`src/rtl/prefix_scan_seq.sv`:
```
// Sequential x86 legacy-prefix scanner: accumulates prefix bytes from the fetch
// stream and emits one record per instruction when the opcode byte arrives.
module prefix_scan_seq #(
  parameter int MAX_PREFIX = 4,
  parameter int CNT_W      = 3
) (
  input  logic             clk,
  input  logic             reset,
  input  logic             flush,
  input  logic             in_valid,
  input  logic [7:0]       in_byte,
  output logic             in_ready,
  output logic             out_valid,
  input  logic             out_ready,
  output logic [2:0]       out_seg,
  output logic             out_seg_valid,
  output logic [1:0]       out_rep,
  output logic             out_size,
  output logic             out_lock,
  output logic [CNT_W-1:0] out_cnt,
  output logic             out_err,
  output logic [7:0]       out_opcode
);

  localparam logic [0:0] SCAN = 1'b0;
  localparam logic [0:0] HOLD = 1'b1;

  localparam logic [CNT_W-1:0] CNT_MAX = CNT_W'(MAX_PREFIX);

  logic [0:0]       state, state_nxt;
  logic             accept, retire;

  logic             byte_is_prefix, byte_is_seg;
  logic [2:0]       byte_seg;

  logic [2:0]       seg_base, seg_nxt;
  logic             seg_valid_base, seg_valid_nxt;
  logic [1:0]       rep_base, rep_nxt;
  logic             size_base, size_nxt;
  logic             lock_base, lock_nxt;
  logic [CNT_W-1:0] cnt_base, cnt_nxt;
  logic             err_nxt;
  logic [7:0]       opcode_nxt;

  assign out_valid = (state == HOLD);

  always_comb begin
    in_ready = !flush && ((state == SCAN) || ((state == HOLD) && out_ready));
    accept   = in_valid && in_ready;
    retire   = (state == HOLD) && out_ready;
  end

  always_comb begin
    byte_is_prefix = 1'b1;
    byte_is_seg    = 1'b0;
    byte_seg       = 3'd0;
    case (in_byte)
      8'h26: begin byte_is_seg = 1'b1; byte_seg = 3'd0; end
      8'h2E: begin byte_is_seg = 1'b1; byte_seg = 3'd1; end
      8'h36: begin byte_is_seg = 1'b1; byte_seg = 3'd2; end
      8'h3E: begin byte_is_seg = 1'b1; byte_seg = 3'd3; end
      8'h64: begin byte_is_seg = 1'b1; byte_seg = 3'd4; end
      8'h65: begin byte_is_seg = 1'b1; byte_seg = 3'd5; end
      8'hF0, 8'hF2, 8'hF3, 8'h66: byte_is_prefix = 1'b1;
      default: byte_is_prefix = 1'b0;
    endcase
  end

  // A retiring record clears the accumulators before the byte accepted in the
  // same cycle is applied, so back-to-back records need no bubble.
  always_comb begin
    if (retire) begin
      seg_base       = 3'd0;
      seg_valid_base = 1'b0;
      rep_base       = 2'd0;
      size_base      = 1'b0;
      lock_base      = 1'b0;
      cnt_base       = '0;
      state_nxt      = SCAN;
    end else begin
      seg_base       = out_seg;
      seg_valid_base = out_seg_valid;
      rep_base       = out_rep;
      size_base      = out_size;
      lock_base      = out_lock;
      cnt_base       = out_cnt;
      state_nxt      = state;
    end

    seg_nxt       = seg_base;
    seg_valid_nxt = seg_valid_base;
    rep_nxt       = rep_base;
    size_nxt      = size_base;
    lock_nxt      = lock_base;
    cnt_nxt       = cnt_base;
    err_nxt       = out_err;
    opcode_nxt    = out_opcode;

    if (accept) begin
      if (byte_is_prefix && (cnt_base < CNT_MAX)) begin
        cnt_nxt = cnt_base + CNT_W'(1);
        if (byte_is_seg) begin
          seg_nxt       = byte_seg;
          seg_valid_nxt = 1'b1;
        end
        if (in_byte == 8'hF3) rep_nxt  = 2'd1;
        if (in_byte == 8'hF2) rep_nxt  = 2'd2;
        if (in_byte == 8'h66) size_nxt = 1'b1;
        if (in_byte == 8'hF0) lock_nxt = 1'b1;
      end else begin
        // A prefix arriving with the count already full ends the record as an error.
        err_nxt    = byte_is_prefix;
        opcode_nxt = in_byte;
        state_nxt  = HOLD;
      end
    end
  end

  always_ff @(posedge clk) begin
    if (reset || flush) begin
      state         <= SCAN;
      out_seg       <= 3'd0;
      out_seg_valid <= 1'b0;
      out_rep       <= 2'd0;
      out_size      <= 1'b0;
      out_lock      <= 1'b0;
      out_cnt       <= '0;
      out_err       <= 1'b0;
      out_opcode    <= 8'd0;
    end else begin
      state         <= state_nxt;
      out_seg       <= seg_nxt;
      out_seg_valid <= seg_valid_nxt;
      out_rep       <= rep_nxt;
      out_size      <= size_nxt;
      out_lock      <= lock_nxt;
      out_cnt       <= cnt_nxt;
      out_err       <= err_nxt;
      out_opcode    <= opcode_nxt;
    end
  end

endmodule
```
`config.mk`:
```
export PLATFORM = sky130hd
export DESIGN_NAME = prefix_scan_seq
export DESIGN_NICKNAME = d
export VERILOG_FILES = /design/src/rtl/prefix_scan_seq.sv
export SDC_FILE = /design/constraint.sdc
export NUM_CORES = 1
export LEC_CHECK = 0
export ABC_CLOCK_PERIOD_IN_PS = 2400
export CORE_MARGIN = 3
export CORE_UTILIZATION = 45
export CTS_BUF_LIST = sky130_fd_sc_hd__clkbuf_8
export DETAILED_ROUTE_END_ITERATION = 12
export HOLD_SLACK_MARGIN = 0.03
export PLACE_DENSITY_LB_ADDON = 0.12
export SETUP_SLACK_MARGIN = 0.5
export SLEW_MARGIN = 20
export SYNTH_ARGS = -nofsm -noshare
export SYNTH_HDL_FRONTEND = slang
export SYNTH_SLANG_ARGS = --single-unit
```
`constraint.sdc`:
```
create_clock -name clk -period 2.4 [get_ports clk]
set_input_delay 0.36 -clock clk [delete_from_list [all_inputs] [get_ports clk]]
set_output_delay 0.36 -clock clk [all_outputs]
set_load 0.02 [all_outputs]
```
Word level (Yosys, flattened, before mapping)

Index checks and enable logic that the tools add are counted.

Mux-type cells: 30
Bitwise gates (word level): 2
Add/sub/neg operators: 1
Equality and inequality tests: 10
Order comparisons: 1
Reduce and logical (&&, ||, !) cells: 10

Operators by type and width:

| kind                  | count |
|---|---|
| $eq A8 B6 Y1 const B  | 4 |
| $eq A8 B7 Y1 const B  | 3 |
| $eq A8 B8 Y1 const B  | 3 |
| $mux W3               | 7 |
| $mux W1               | 17 |
| $pmux W3 S5           | 1 |
| $mux W2               | 5 |
| $reduce_or A10 Y1     | 1 |
| $reduce_or A6 Y1      | 1 |
| $logic_and A1 B1 Y1   | 4 |
| $add A3 B1 Y3 const B | 1 |
| $lt A3 B3 Y1 const B  | 1 |
| $logic_or A1 B1 Y1    | 2 |
| $not A1 Y1            | 2 |
| $reduce_and A2 Y1     | 1 |
| $logic_not A1 Y1      | 1 |

Output and inout port bits: 22
Input port bits: 13
Logic and storage cells: 63
Flip-flop bits (word level): 21

Logic depth before layout (Yosys ltp)

Depth after elaboration: 6
Mapped depth: 7
Mapped depth without buffers: 5

Worst setup path after synthesis

OpenSTA, ideal clock, no wires.

Path kind: flip-flop to flip-flop
From: reg out_cnt[2]
To: reg out_rep[0]
Arrival time: 1,700 ps
Data required time: 2,329 ps
Setup time: 71 ps
Clock period less this slack: 1,771 ps
Stages on the path, launching flop included: 6
Buffers on the path: 0
Slack: 629 ps
Cell sequence: dfxtp_1 or2_2 a21oi_4 or4b_1 or2_0 a21oi_1

Word-level cells in the longest chain between the ends: 5

Ends and longest elaborated chain:

| element                  | line | source |
|---|---|---|
| start: declaration       | 20   | `output logic [CNT_W-1:0] out_cnt,` |
| start signal: assignment | 137  | `out_cnt <= cnt_nxt;` |
| $mux W3                  | 72   | `if (retire) begin` |
| $lt A3 B3 Y1             | 100  | `if (byte_is_prefix && (cnt_base < CNT_MAX)) begin` |
| $logic_and A1 B1 Y1      | 100  |  |
| $mux W2                  | 100  |  |
| $mux W2                  | 99   | `if (accept) begin` |
| end signal: assignment   | 134  | `out_rep <= rep_nxt;` |
| end: declaration         | 17   | `output logic [1:0] out_rep,` |

No other way between the ends.
A chain may end at the register's enable or synchronous reset.

Final worst setup path

From: in flush
To: reg out_rep[1]

Word-level cells in the longest chain between the ends: 4
Elaborated cells between the ends (all ways): 5
Classes of those cells: 1 x mux; 4 x reduce/logical

Ends and longest elaborated chain:

| element             | line | source |
|---|---|---|
| start: declaration  | 9    | `input logic flush,` |
| $logic_not A1 Y1    | 48   | `in_ready = !flush && ((state == SCAN) \|\| ((state == HOLD) && out_ready));` |
| $logic_and A1 B1 Y1 | 48   |  |
| $logic_and A1 B1 Y1 | 49   | `accept = in_valid && in_ready;` |
| $mux W2             | 99   |  |

Parallel ways exist; a longest one is shown, timed or not.

==> flow_summary.json <==
{
  "tightest_slew_ns": 0.351,
  "root_buffer": "clkbuf_8",
  "yosysMostFrequentCell": "nand2_1",
  "fin_skew_ns": 0.00529,
  "timing.final.crit_share_pct": 74.9,
  "drc": 0,
  "synth_edf_count": 0,
  "htree_num_levels": 1,
  "synth_nets": 130,
  "dpl-instance-area_um2": 1410,
  "start_util_pct": 50.2,
  "port-buffer-count": 34,
  "grt_first_pass_wirelength_um": 4420,
  "overflow": 0,
  "drtIter0Drc": 22,
  "nFillCells": 162,
  "cts.sinks": 21,
  "power_density_nw_per_um2": 443,
  "grt_max_degree": 20,
  "fin_setup_tns_ns": 0,
  "layout.nets": 174,
  "synth_area_um2": 1030,
  "async_reset_ff_share_pct": 0,
  "io_pins": 35,
  "dp_cells": 176,
  "yosysWarnings": 0,
  "slew_headroom_pct": 76.5,
  "yosysSeqAreaShare_pct": 40.6,
  "yosys-top-cells-count": "nand2_1 (22), dfxtp_1 (21), mux2i_1 (9)",
  "post_drt_via_cell_ratio": 5.24,
  "fin_crit_ns": 1.80,
  "row_count": 16,
  "slew_violations": 0,
  "gp_congestion": 0.837,
  "cp_max_fo": 4,
  "ant_nets": 0,
  "worst_setup_path_end_kind": "flip-flop",
  "fmax_ghz": 0.556,
  "cts_buffers": 3,
  "insertedDiodeCount": 0,
  "cts_tree": "done",
  "post-dp-hpwl_um": 1840,
  "wirelength_um": 2620,
  "leakage_nw": 0.582,
  "outcome": "finished clean",
  "peakVddDrop_mv": 0.294,
  "drt_pass1_iterations": 6,
  "area_delta_synth_final_pct": 48.0,
  "worstSetupPathType": "primary input to flip-flop",
  "avgSynthCellArea_um2": 8.92,
  "synth_cell_type_count": 37,
  "core_area_um2": 2060,
  "critPathLaunchType": "primary input",
  "drive_above_1_share_pct": 17.6,
  "pre_cts_ws_ns": 0.136,
  "clock_latency_ns": 0.26,
  "drt-wirelength-per-cell_um": 14.1,
  "antenna_found_initial": 0,
  "cp.arrival_ns": 1.99,
  "ys.flop_type": "dfxtp_1",
  "yosysTopAreaCellShare_pct": 40.6,
  "fp.dieH_um": 54.0,
  "ys_ff_latch": 21,
  "rsz0062_at_grt": "no",
  "hold_viol": 0,
  "synth_top_area_cell": "dfxtp_1",
  "required_ns": 2.59,
  "setup_viol": 0,
  "dieArea_um2": 2910,
  "clkTransAtPathRegs_ns": 0.08,
  "die_w_um": 54.0,
  "ctsLongestPathBuffers": 2,
  "final_area_um2": 1530,
  "drv_cap": 0,
  "grt_pass1_vias": 949,
  "vias": 974,
  "syn-instance-count": 116,
  "holdCritPathClass": "primary input to flip-flop",
  "ys_top_cells_by_area": "dfxtp_1 (41%), mux2i_1 (8.7%), nand2_1 (8.0%)",
  "fin_ws_ns": 0.602,
  "fin_cells": 186,
  "grtUsageTotal_pct": 20.8
}
==> state kept, by name, summed over array words and instances, names as in the netlist <==
| register | flops |
|---|---|
| out_opcode | 8 |
| out_cnt | 3 |
| out_seg | 3 |
| out_rep | 2 |
| out_err | 1 |
| out_lock | 1 |
| out_seg_valid | 1 |
| out_size | 1 |
| out_valid | 1 |
==> power breakdown <==
group / internal [mW] / switching, mW
Clock: 0.115 / 0.112
Combinational: 0.0475 / 0.0495
Sequential: 0.352 / 0.00204
Total: 0.515 / 0.164
==> per-stage QoR <==
| stage | utilization, % | power, mW | hold WS (ns) |
|---|---|---|---|
| 2_1_floorplan | - | 0.407 | 0.502 |
| 3_3_place_gp | 68.5 | 0.450 | 0.446 |
| 3_5_place_dp | 68.5 | 0.452 | 0.446 |
| 4_1_cts | 73.1 | 0.681 | 0.464 |
| 5_1_grt | 74.3 | 0.708 | 0.459 |
| 6_report | 74.3 | 0.678 | 0.444 |
==> kinds of logic after synthesis <==
family | after synthesis | share of synthesized area (%)
and+or+nand+nor | 57 | 30.0
AOI/OAI and AO/OA | 20 | 15.4
buffers and inverters | 7 | 3.26
DFF | 21 | 40.6
adders and majority gates | 1 | 1.21
xor gates and xnor gates | 1 | 0.847
muxes | 9 | 8.71
==> routing by layer <==
layer	vias up	share of wire, %	global-route usage, %
li1	494	-	-
met1	443	44	25.0
met2	33	49	36.5
met3	4	5.8	4.43
met4	0	1.2	6.81
met5	-	0	0
==> path summary, 6_finish.rpt <==
kind	startpoint	depth (start not counted)	slack, ns	to
setup / recovery	flush	6	0.60	out_rep[1]
hold / removal	in_byte[5]	3	0.44	out_opcode[5]
setup reg to reg	out_cnt[2]	5	0.65	out_rep[1]
hold reg to reg	out_opcode[4]	2	0.46	out_opcode[4]
==> worst max-delay path: stages <==
cell and delay, ns:
clkdlybuf4s50_1 0.46, nand2b_4 0.18, a21oi_4 0.14, or4b_4 0.50
or2_0 0.22, a21oi_1 0.12
==> layout make-up <==
| type | count | area (µm²) | area share, % |
|---|---|---|---|
| tap | 27 | 33.8 | 2.21 |
| multi-input combinational | 89 | 611 | 39.9 |
| clock buffer | 3 | 41.3 | 2.70 |
| inverter | 2 | 7.51 | 0.490 |
| timing repair buffer | 43 | 413 | 27.0 |
| clock inverter | 1 | 5.00 | 0.327 |
| sequential | 21 | 420 | 27.5 |
==> cell usage in the layout, fill, tap and decap left out, types with 2 or more instances in the layout <==
cell type / instances
clkbuf_8: 3
nand3_1: 4
or3b_2: 2
mux2i_1: 9
and2_1: 3
a21oi_1: 7
inv_1: 2
dfxtp_1: 21
nand2_1: 22
clkdlybuf4s50_1: 26
dlymetal6s2s_1: 4
or2_0: 2
and2_4: 2
or2_2: 2
o21a_1: 2
or4b_4: 2
nor2_1: 8
nand3b_1: 4
buf_4: 9
dlygate4sd2_1: 4
==> repair_timing <==
item / in CTS / in global routing
gates cloned: 1 / 0
buffers inserted: 5 / 0
hold buffers: 0 / 0
pin swaps: 3 / 5
gates resized for setup: 7 / 6
setup endpoints to repair: 14 / 17
Note: power is estimated with default switching activity, not from simulation.
